===== config.mk =====
export PLATFORM = sky130hd
export DESIGN_NAME = seleccion_frecuencia
export DESIGN_NICKNAME = d
export VERILOG_FILES = /design/src/rtl/seleccion_frecuencia.sv
export SDC_FILE = /design/constraint.sdc
export NUM_CORES = 1
export LEC_CHECK = 0
export ABC_CLOCK_PERIOD_IN_PS = 6600
export BUFFER_PORTS_ARGS = -buffer_cell sky130_fd_sc_hd__buf_2
export CORE_MARGIN = 1.5
export CORE_UTILIZATION = 55
export CTS_CLUSTER_DIAMETER = 200
export DETAILED_ROUTE_END_ITERATION = 8
export GPL_TIMING_DRIVEN = 0
export PLACE_DENSITY = 0.73
export SLEW_MARGIN = 20
export SYNTH_ARGS = -nofsm -noshare
export SYNTH_HDL_FRONTEND = slang
export SYNTH_SLANG_ARGS = --single-unit

===== constraint.sdc =====
create_clock -name clk -period 6.6 [get_ports clk]
set_input_delay 0 -clock clk [delete_from_list [all_inputs] [get_ports clk]]
set_output_delay 0 -clock clk [all_outputs]
set_load 0.03 [all_outputs]

===== src/rtl/seleccion_frecuencia.sv =====
// seleccion_frecuencia: operator frequency selector.
// Two raw push buttons ([1] = up, [0] = down) step a 6-bit setpoint between
// F_MIN and F_MAX. The setpoint is presented in binary (f) and as two packed
// BCD digits (f_deco, [7:4] tens, [3:0] units) for the display driver.
// Each button passes through a 2-flop synchronizer, a debouncer and a
// rising-edge detector, so a press gives exactly one step however long it is held.
// Optional build macro SELFREC_WRAP_EN: when defined, stepping past a limit
// wraps to the opposite limit instead of saturating.
module seleccion_frecuencia #(
  parameter int DEB_CYCLES = 1000000,
  parameter int F_MIN      = 1,
  parameter int F_MAX      = 50,
  parameter int F_RST      = 1
) (
  input  logic       clk,
  input  logic       rst,
  input  logic       ENf,
  input  logic [1:0] botones,
  output logic [5:0] f,
  output logic [7:0] f_deco
);

  // Counter only has to reach DEB_CYCLES-1.
  localparam int CNT_W = (DEB_CYCLES > 2) ? $clog2(DEB_CYCLES) : 1;
  localparam logic [CNT_W-1:0] CNT_TC = CNT_W'(DEB_CYCLES - 1);

  localparam logic [5:0] F_MIN_V = 6'(F_MIN);
  localparam logic [5:0] F_MAX_V = 6'(F_MAX);
  localparam logic [5:0] F_RST_V = 6'(F_RST);
  localparam logic [7:0] F_RST_BCD = {4'(F_RST / 10), 4'(F_RST % 10)};

  localparam int BTN_INC = 1;
  localparam int BTN_DEC = 0;

  // Input conditioning state, one lane per button.
  logic [1:0]            sync1_q, sync2_q;
  logic [1:0]            deb_q, deb_d;
  logic [1:0]            deb_prev_q;
  logic [1:0][CNT_W-1:0] cnt_q, cnt_d;

  // Setpoint state.
  logic [5:0] f_q, f_d;
  logic [7:0] f_deco_q, f_deco_d;

  logic       inc_p, dec_p;
  logic [2:0] tens_d;
  logic [5:0] tens_x10_d;
  logic [5:0] units_full_d;

  // Two-flop synchronizer for the asynchronous button pads.
  always_ff @(posedge clk) begin
    if (rst) begin
      sync1_q <= 2'b00;
      sync2_q <= 2'b00;
    end else begin
      sync1_q <= botones;
      sync2_q <= sync1_q;
    end
  end

  // Debounce: the counter only runs while the synchronized level disagrees
  // with the accepted level; any bounce back to agreement restarts it.
  always_comb begin
    cnt_d = cnt_q;
    deb_d = deb_q;
    for (int i = 0; i < 2; i++) begin
      if (sync2_q[i] == deb_q[i]) begin
        cnt_d[i] = '0;
      end else if (cnt_q[i] == CNT_TC) begin
        deb_d[i] = sync2_q[i];
        cnt_d[i] = '0;
      end else begin
        cnt_d[i] = cnt_q[i] + 1'b1;
      end
    end
  end

  // Debounce counters, accepted levels and the edge-detector history.
  always_ff @(posedge clk) begin
    if (rst) begin
      cnt_q      <= '0;
      deb_q      <= 2'b00;
      deb_prev_q <= 2'b00;
    end else begin
      cnt_q      <= cnt_d;
      deb_q      <= deb_d;
      deb_prev_q <= deb_q;
    end
  end

  // One-cycle pulses on the rising edge of each accepted level.
  always_comb begin
    inc_p = deb_q[BTN_INC] & ~deb_prev_q[BTN_INC];
    dec_p = deb_q[BTN_DEC] & ~deb_prev_q[BTN_DEC];
  end

  // Next setpoint; pulses arriving while ENf is low are simply dropped.
  always_comb begin
    f_d = f_q;
    if (ENf) begin
      if (inc_p && !dec_p) begin
        if (f_q < F_MAX_V) begin
          f_d = f_q + 6'd1;
        end else begin
`ifdef SELFREC_WRAP_EN
          f_d = F_MIN_V;
`else
          f_d = f_q;
`endif
        end
      end else if (dec_p && !inc_p) begin
        if (f_q > F_MIN_V) begin
          f_d = f_q - 6'd1;
        end else begin
`ifdef SELFREC_WRAP_EN
          f_d = F_MAX_V;
`else
          f_d = f_q;
`endif
        end
      end
    end
  end

  // Binary to BCD of the next setpoint by range compare (max 63, so tens <= 6).
  always_comb begin
    tens_d     = 3'd0;
    tens_x10_d = 6'd0;
    if (f_d >= 6'd60) begin
      tens_d     = 3'd6;
      tens_x10_d = 6'd60;
    end else if (f_d >= 6'd50) begin
      tens_d     = 3'd5;
      tens_x10_d = 6'd50;
    end else if (f_d >= 6'd40) begin
      tens_d     = 3'd4;
      tens_x10_d = 6'd40;
    end else if (f_d >= 6'd30) begin
      tens_d     = 3'd3;
      tens_x10_d = 6'd30;
    end else if (f_d >= 6'd20) begin
      tens_d     = 3'd2;
      tens_x10_d = 6'd20;
    end else if (f_d >= 6'd10) begin
      tens_d     = 3'd1;
      tens_x10_d = 6'd10;
    end
    units_full_d = f_d - tens_x10_d;
    f_deco_d     = {1'b0, tens_d, units_full_d[3:0]};
  end

  // Setpoint and its BCD image share one register stage so they never disagree.
  always_ff @(posedge clk) begin
    if (rst) begin
      f_q      <= F_RST_V;
      f_deco_q <= F_RST_BCD;
    end else begin
      f_q      <= f_d;
      f_deco_q <= f_deco_d;
    end
  end

  assign f      = f_q;
  assign f_deco = f_deco_q;

endmodule


### Word-level counts from Yosys, hierarchy flattened

Index checks and enable logic that the tools add are counted.

| cells by class | value |
|---|---|
| equal/unequal tests | 4 |
| mux-type cells | 17 |
| $add $sub $neg | 5 |
| multipliers | 0 |
| shift operators | 0 |
| bitwise logic cells | 6 |
| order comparisons | 8 |
| reduce and logical (&&, ||, !) cells | 9 |
| div/mod/pow operators | 0 |

Operator list:

| kind | count |
|---|---|
| 20-bit by 1-bit adder with 20-bit output, second input constant | 2 |
| 20-bit == test, second input constant | 2 |
| 6-bit two-way mux | 5 |
| 4-bit two-way mux | 6 |
| 6-bit greater-or-equal comparator, second input constant | 3 |
| 6-bit by 5-bit greater-or-equal comparator with 1-bit output, second input constant | 2 |
| 3-bit two-way mux | 3 |
| 6-bit by 1-bit adder with 6-bit output, second input constant | 1 |
| 6-bit by 4-bit greater-or-equal comparator with 1-bit output, second input constant | 1 |
| 6-bit by 1-bit > comparator with 1-bit output, second input constant | 1 |
| 6-bit < comparator, second input constant | 1 |
| 3-bit OR reduction | 2 |
| 6-bit by 1-bit subtractor with 6-bit output, second input constant | 1 |
| 2-bit two-way mux | 2 |
| 1-bit inverter | 4 |
| 2-bit AND reduction | 2 |
| 4-bit subtractor | 1 |
| 1-bit AND | 2 |
| 1-bit == test | 2 |
| 1-bit logical AND | 2 |
| 1-bit logical NOT | 2 |
| 2-bit OR reduction | 1 |
| 1-bit two-way mux | 1 |

| storage, ports and cells | value |
|---|---|
| output and inout bits | 14 |
| memory bits (read-only) | 0 |
| memories | 0 |
| latch bits | 0 |
| bits in writable memories | 0 |
| word-level logic and storage cells | 60 |
| register bits after elaboration | 62 |
| input port bits | 5 |

### Longest topological paths before layout

| logic depth | value |
|---|---|
| word-level depth | 15 |
| mapped depth | 14 |
| mapped depth without buffers | 14 |

### Worst setup path after synthesis

Ideal clock, no wire load.

| timing | value |
|---|---|
| path kind | register to register |
| from | register f_q[0] (netlist: f[0]) |
| to | register f_deco_q[3] (netlist: f_deco[3]) |
| setup slack | 3.355 ns |
| required time | 6.469 ns |
| stages on the path, launching flop included | 14 |
| clock period less this slack | 3.245 ns |
| buffers on the path | 0 |
| arrival time | 3.113 ns |
| cell sequence | dfxtp_1 > inv_1 > ha_1 > nor2_1 > nor3_1 > or4_1 > nand3_1 > nand2_1 > or4b_1 > nand3_1 > ha_1 > fa_1 > nor4_1 > nor3_1 |

| on the way | value |
|---|---|
| longest elaborated chain between the ends | 13 |
| elaborated cells on any way between the ends | 22 |

RTL lines:

| what | RTL line | RTL |
|---|---|---|
| start, declared | 42 | `logic [5:0] f_q, f_d;` |
| start signal, assigned | 155 | `f_q <= F_RST_V;` |
| start signal, assigned | 158 | `f_q <= f_d;` |
| 6-bit by 1-bit subtractor with 6-bit output or 6-bit by 1-bit > comparator with 1-bit output (tied branches) | 113, 112 |  |
| 6-bit two-way mux | 112 | `if (f_q > F_MIN_V) begin` |
| 6-bit two-way mux | 111 | `end else if (dec_p && !inc_p) begin` |
| 6-bit two-way mux | 101 | `if (inc_p && !dec_p) begin` |
| 6-bit two-way mux (*) | 100 | `if (ENf) begin` |
| 6-bit by 4-bit greater-or-equal comparator with 1-bit output | 144 | `end else if (f_d >= 6'd10) begin` |
| 4-bit two-way mux | 144 |  |
| 4-bit two-way mux | 141 | `end else if (f_d >= 6'd20) begin` |
| 4-bit two-way mux | 138 | `end else if (f_d >= 6'd30) begin` |
| 4-bit two-way mux | 135 | `end else if (f_d >= 6'd40) begin` |
| 4-bit two-way mux | 132 | `end else if (f_d >= 6'd50) begin` |
| 4-bit two-way mux | 129 | `if (f_d >= 6'd60) begin` |
| 4-bit subtractor (*) | 148 | `units_full_d = f_d - tens_x10_d;` |
| end signal, assigned | 159 | `f_deco_q <= f_deco_d;` |
| end, declared | 43 | `logic [7:0] f_deco_q, f_deco_d;` |

Mark *: on every way between the ends. The rest lies on a longest branch, timed or not.
A chain may end at the register's enable or synchronous reset.

### Final worst setup path

Same ends and word-level chain as after synthesis.

==> results_dict.tcl <==
set metrics [dict create \
    syn2layout_area_growth_pct 15.1 \
    io_pins 19 \
    min_from "rst" \
    cts_tree "done" \
    rr_endpoint "f_deco[3]" \
    synthAdderAreaFrac_pct 3.68 \
    via_per_inst 5.41 \
    timing.rr.start "f[0]" \
    worstMarginPinSlew_ns 1.03 \
    synth_ff_type "dfxtp_1" \
    hp-class "primary input to flop" \
    tns_ns 0 \
    diodes 0 \
    final_cells 428 \
    fp.dieH_um 75.0 \
    rsz0062_at_grt "false" \
    place_congestion 0.937 \
    reg2reg_depth 13 \
    die_w_um 75.0 \
    cts_max_level 3 \
    detail_route.wl_per_cell_um 12.3 \
    root_buffer "clkbuf_8" \
    yosys.area_share.simple_pct 30.3 \
    ff2ff_setup_slack_ns 3.18 \
    ant_nets 0 \
    finalHoldViolCount 0 \
    synth_top_family_by_area "simple AND/OR/NAND/NOR gates" \
    initial_core_util_pct 56.6 \
    syn_area_mm2 0.00285 \
    drive_above_1_share_pct 13.7 \
    fmax_ghz 0.292 \
    p_leak_nw 1.21 \
    drv_cap 0 \
    vias 2314 \
    row_count 26 \
    worst_slack_ns 3.18 \
    synth.distinct_cells 57 \
    synth_mux_area_share_pct 1.05 \
    post_cts_buffers 0 \
    insertion_delay_ns 0.34 \
    track_usage_pct 20.9 \
    finalCritPeriodShare_pct 51.9 \
    nets 365 \
    cp-start-kind "flop" \
    synth_edf_count 0 \
    slew_headroom_pct 30.9 \
    p_per_area_mw_per_mm2 234 \
    hold_end "cnt_q[5]" \
    yosysWarnings 0 \
    first_global_vias 2093 \
    crit_fanout 7 \
    critPathKind "flop to flop" \
    fin_skew_ns 0.00587 \
    synth-seq-cells 60 \
    dp_cells 410 \
    synth_compound_area_share_pct 9.69 \
    cts_sinks 60 \
    place_ws_ns 3.21 \
    setup_viol 0 \
    dp_hpwl_um 3710 \
    grt_pass1_wl_um 8860 \
    ys_seq_area_share_pct 42.1 \
    synth_xor_area_share_pct 10.1 \
    syn_avg_cell_area_um2 8.84 \
    drtPass1Iterations 4 \
    status "finished clean" \
    clock_path_buffers 2 \
    cp.arrival_ns 3.63 \
    hold_depth 3 \
    cp.required_ns 6.81 \
    worst_setup_path_end_kind "flop" \
    cts_buffers 9 \
    syn_inst 323 \
    die-area_mm2 0.00563 \
    hold_buffers 2 \
    portBuffers 17 \
    grt_start_max_net_pins 12 \
    drt-initial-drc-count 122 \
    post-route-min-period_ns 3.42 \
    remaining_drc_errors 0 \
    routed_wl_um 5270 \
    overflow 0 \
    peakVddDrop_mv 0.157 \
    async_flop_share_pct 0 \
    drv_slew 0 \
    syn-num-nets 335 \
    whs_ns 0.00842 \
    cts_resized 0 \
    path_clk_slew_ns 0.07 \
    coreArea_mm2 0.00504 \
    antenna_found_initial 0 \
]
state kept, by name, indices dropped and copies added (netlist names):
signal	cells
cnt_q	40
deb_prev_q	2
deb_q	2
f	6
f_deco	6
sync1_q	2
sync2_q	2
worst max-delay path: stages, from the launching register on:
cell	delay, ns
dfxtp_1	0.46
inv_1	0.11
ha_1	0.25
nor2_1	0.20
nor3_1	0.11
or4_1	0.55
nand3_1	0.24
nand2_1	0.14
or4b_1	0.20
nand3_1	0.08
ha_1	0.20
fa_1	0.38
nor4_1	0.29
nor3_1	0.07
cells in the final DEF (no fill, tap or decap), types with 3 or more instances in the layout:
cell,instances
a21oi_1,7
a31oi_1,3
and2_1,5
and3_1,15
and4_1,3
buf_2,18
bufinv_16,3
clkbuf_1,7
clkbuf_8,9
dfxtp_1,60
ha_1,6
inv_1,5
mux2i_1,3
nand2_1,18
nand2b_1,4
nand3_1,19
nand4_1,7
nor2_1,53
nor2b_1,8
nor3_1,6
nor3b_1,3
nor4b_1,3
o21ai_0,9
or3_1,8
xnor2_1,19
xor2_1,14
stage by stage:
stage          power, W  utilization [%]  cell area (um2)
5_1_grt        0.000797             65.2             3290
6_report       0.000768             65.2             3290
3_3_place_gp   0.000383             60.0             3030
4_1_cts        0.000777             65.2             3290
2_1_floorplan  0.000379                -             2850
3_5_place_dp   0.000383             60.0             3030
Yosys cell counts (4+ instances only):
cell type / instances / area [um2]
a21oi_1: 7 / 35.0
and2_1: 5 / 31.3
and3_1: 15 / 93.8
clkbuf_1: 7 / 26.3
dfxtp_1: 60 / 1200
ha_1: 6 / 75.1
inv_1: 5 / 18.8
nand2_1: 18 / 67.6
nand2b_1: 4 / 25.0
nand3_1: 19 / 95.1
nand4_1: 7 / 43.8
nor2_1: 53 / 199
nor2b_1: 8 / 50.1
nor3_1: 6 / 30.0
o21ai_0: 9 / 45.0
or3_1: 8 / 50.1
xnor2_1: 19 / 166
xor2_1: 14 / 123
logic make-up (layout without fill, tap and decap cells):
logic type                 count (synthesis)  in the layout
and+or+nand+nor                          164            164
DFF                                       60             60
AOI/OAI and AO/OA                         36             36
xor gates and xnor gates                  33             33
buffers and inverters                     18             53
adders and majority gates                  8              8
muxes                                      3              3
other                                      1              1
cell type report:
class | count | area, um2
fill | 427 | 1760
multi-input combinational | 245 | 1570
sequential | 60 | 1200
clock buffer | 9 | 124
clock inverter | 7 | 115
timing repair buffer | 19 | 105
tap | 70 | 87.6
buffer | 11 | 57.6
inverter | 7 | 26.3
power breakdown:
part	total (W)	internal, W	leakage [nW]	switching (W)
Sequential	0.000364	0.000364	0.484	0.000000782
Clock	0.000393	0.000249	0.115	0.000144
Combinational	0.0000113	0.00000415	0.611	0.00000710
Total	0.000768	0.000617	1.21	0.000152
routing by layer:
metal	track usage (%)	part of all wire (%)
met5	0	0
met4	10.7	2.6
met3	6.16	3.5
met2	32.8	47
met1	25.9	47
worst max path at each step:
| stage | slack [ns] | startpoint | endpoint | cells past startpoint |
|---|---|---|---|---|
| after detailed placement | 3.21 | f[1] | f_deco[3] | 13 |
| after CTS | 3.19 | f[1] | f_deco[3] | 13 |
| after global placement | 3.28 | f[1] | f_deco[3] | 13 |
| after global routing | 2.82 | f[0] | f_deco[3] | 13 |
| final | 3.18 | f[0] | f_deco[3] | 13 |
| after floorplan | 3.36 | f[0] | f_deco[3] | 13 |
(Power assumes the default switching activity.)
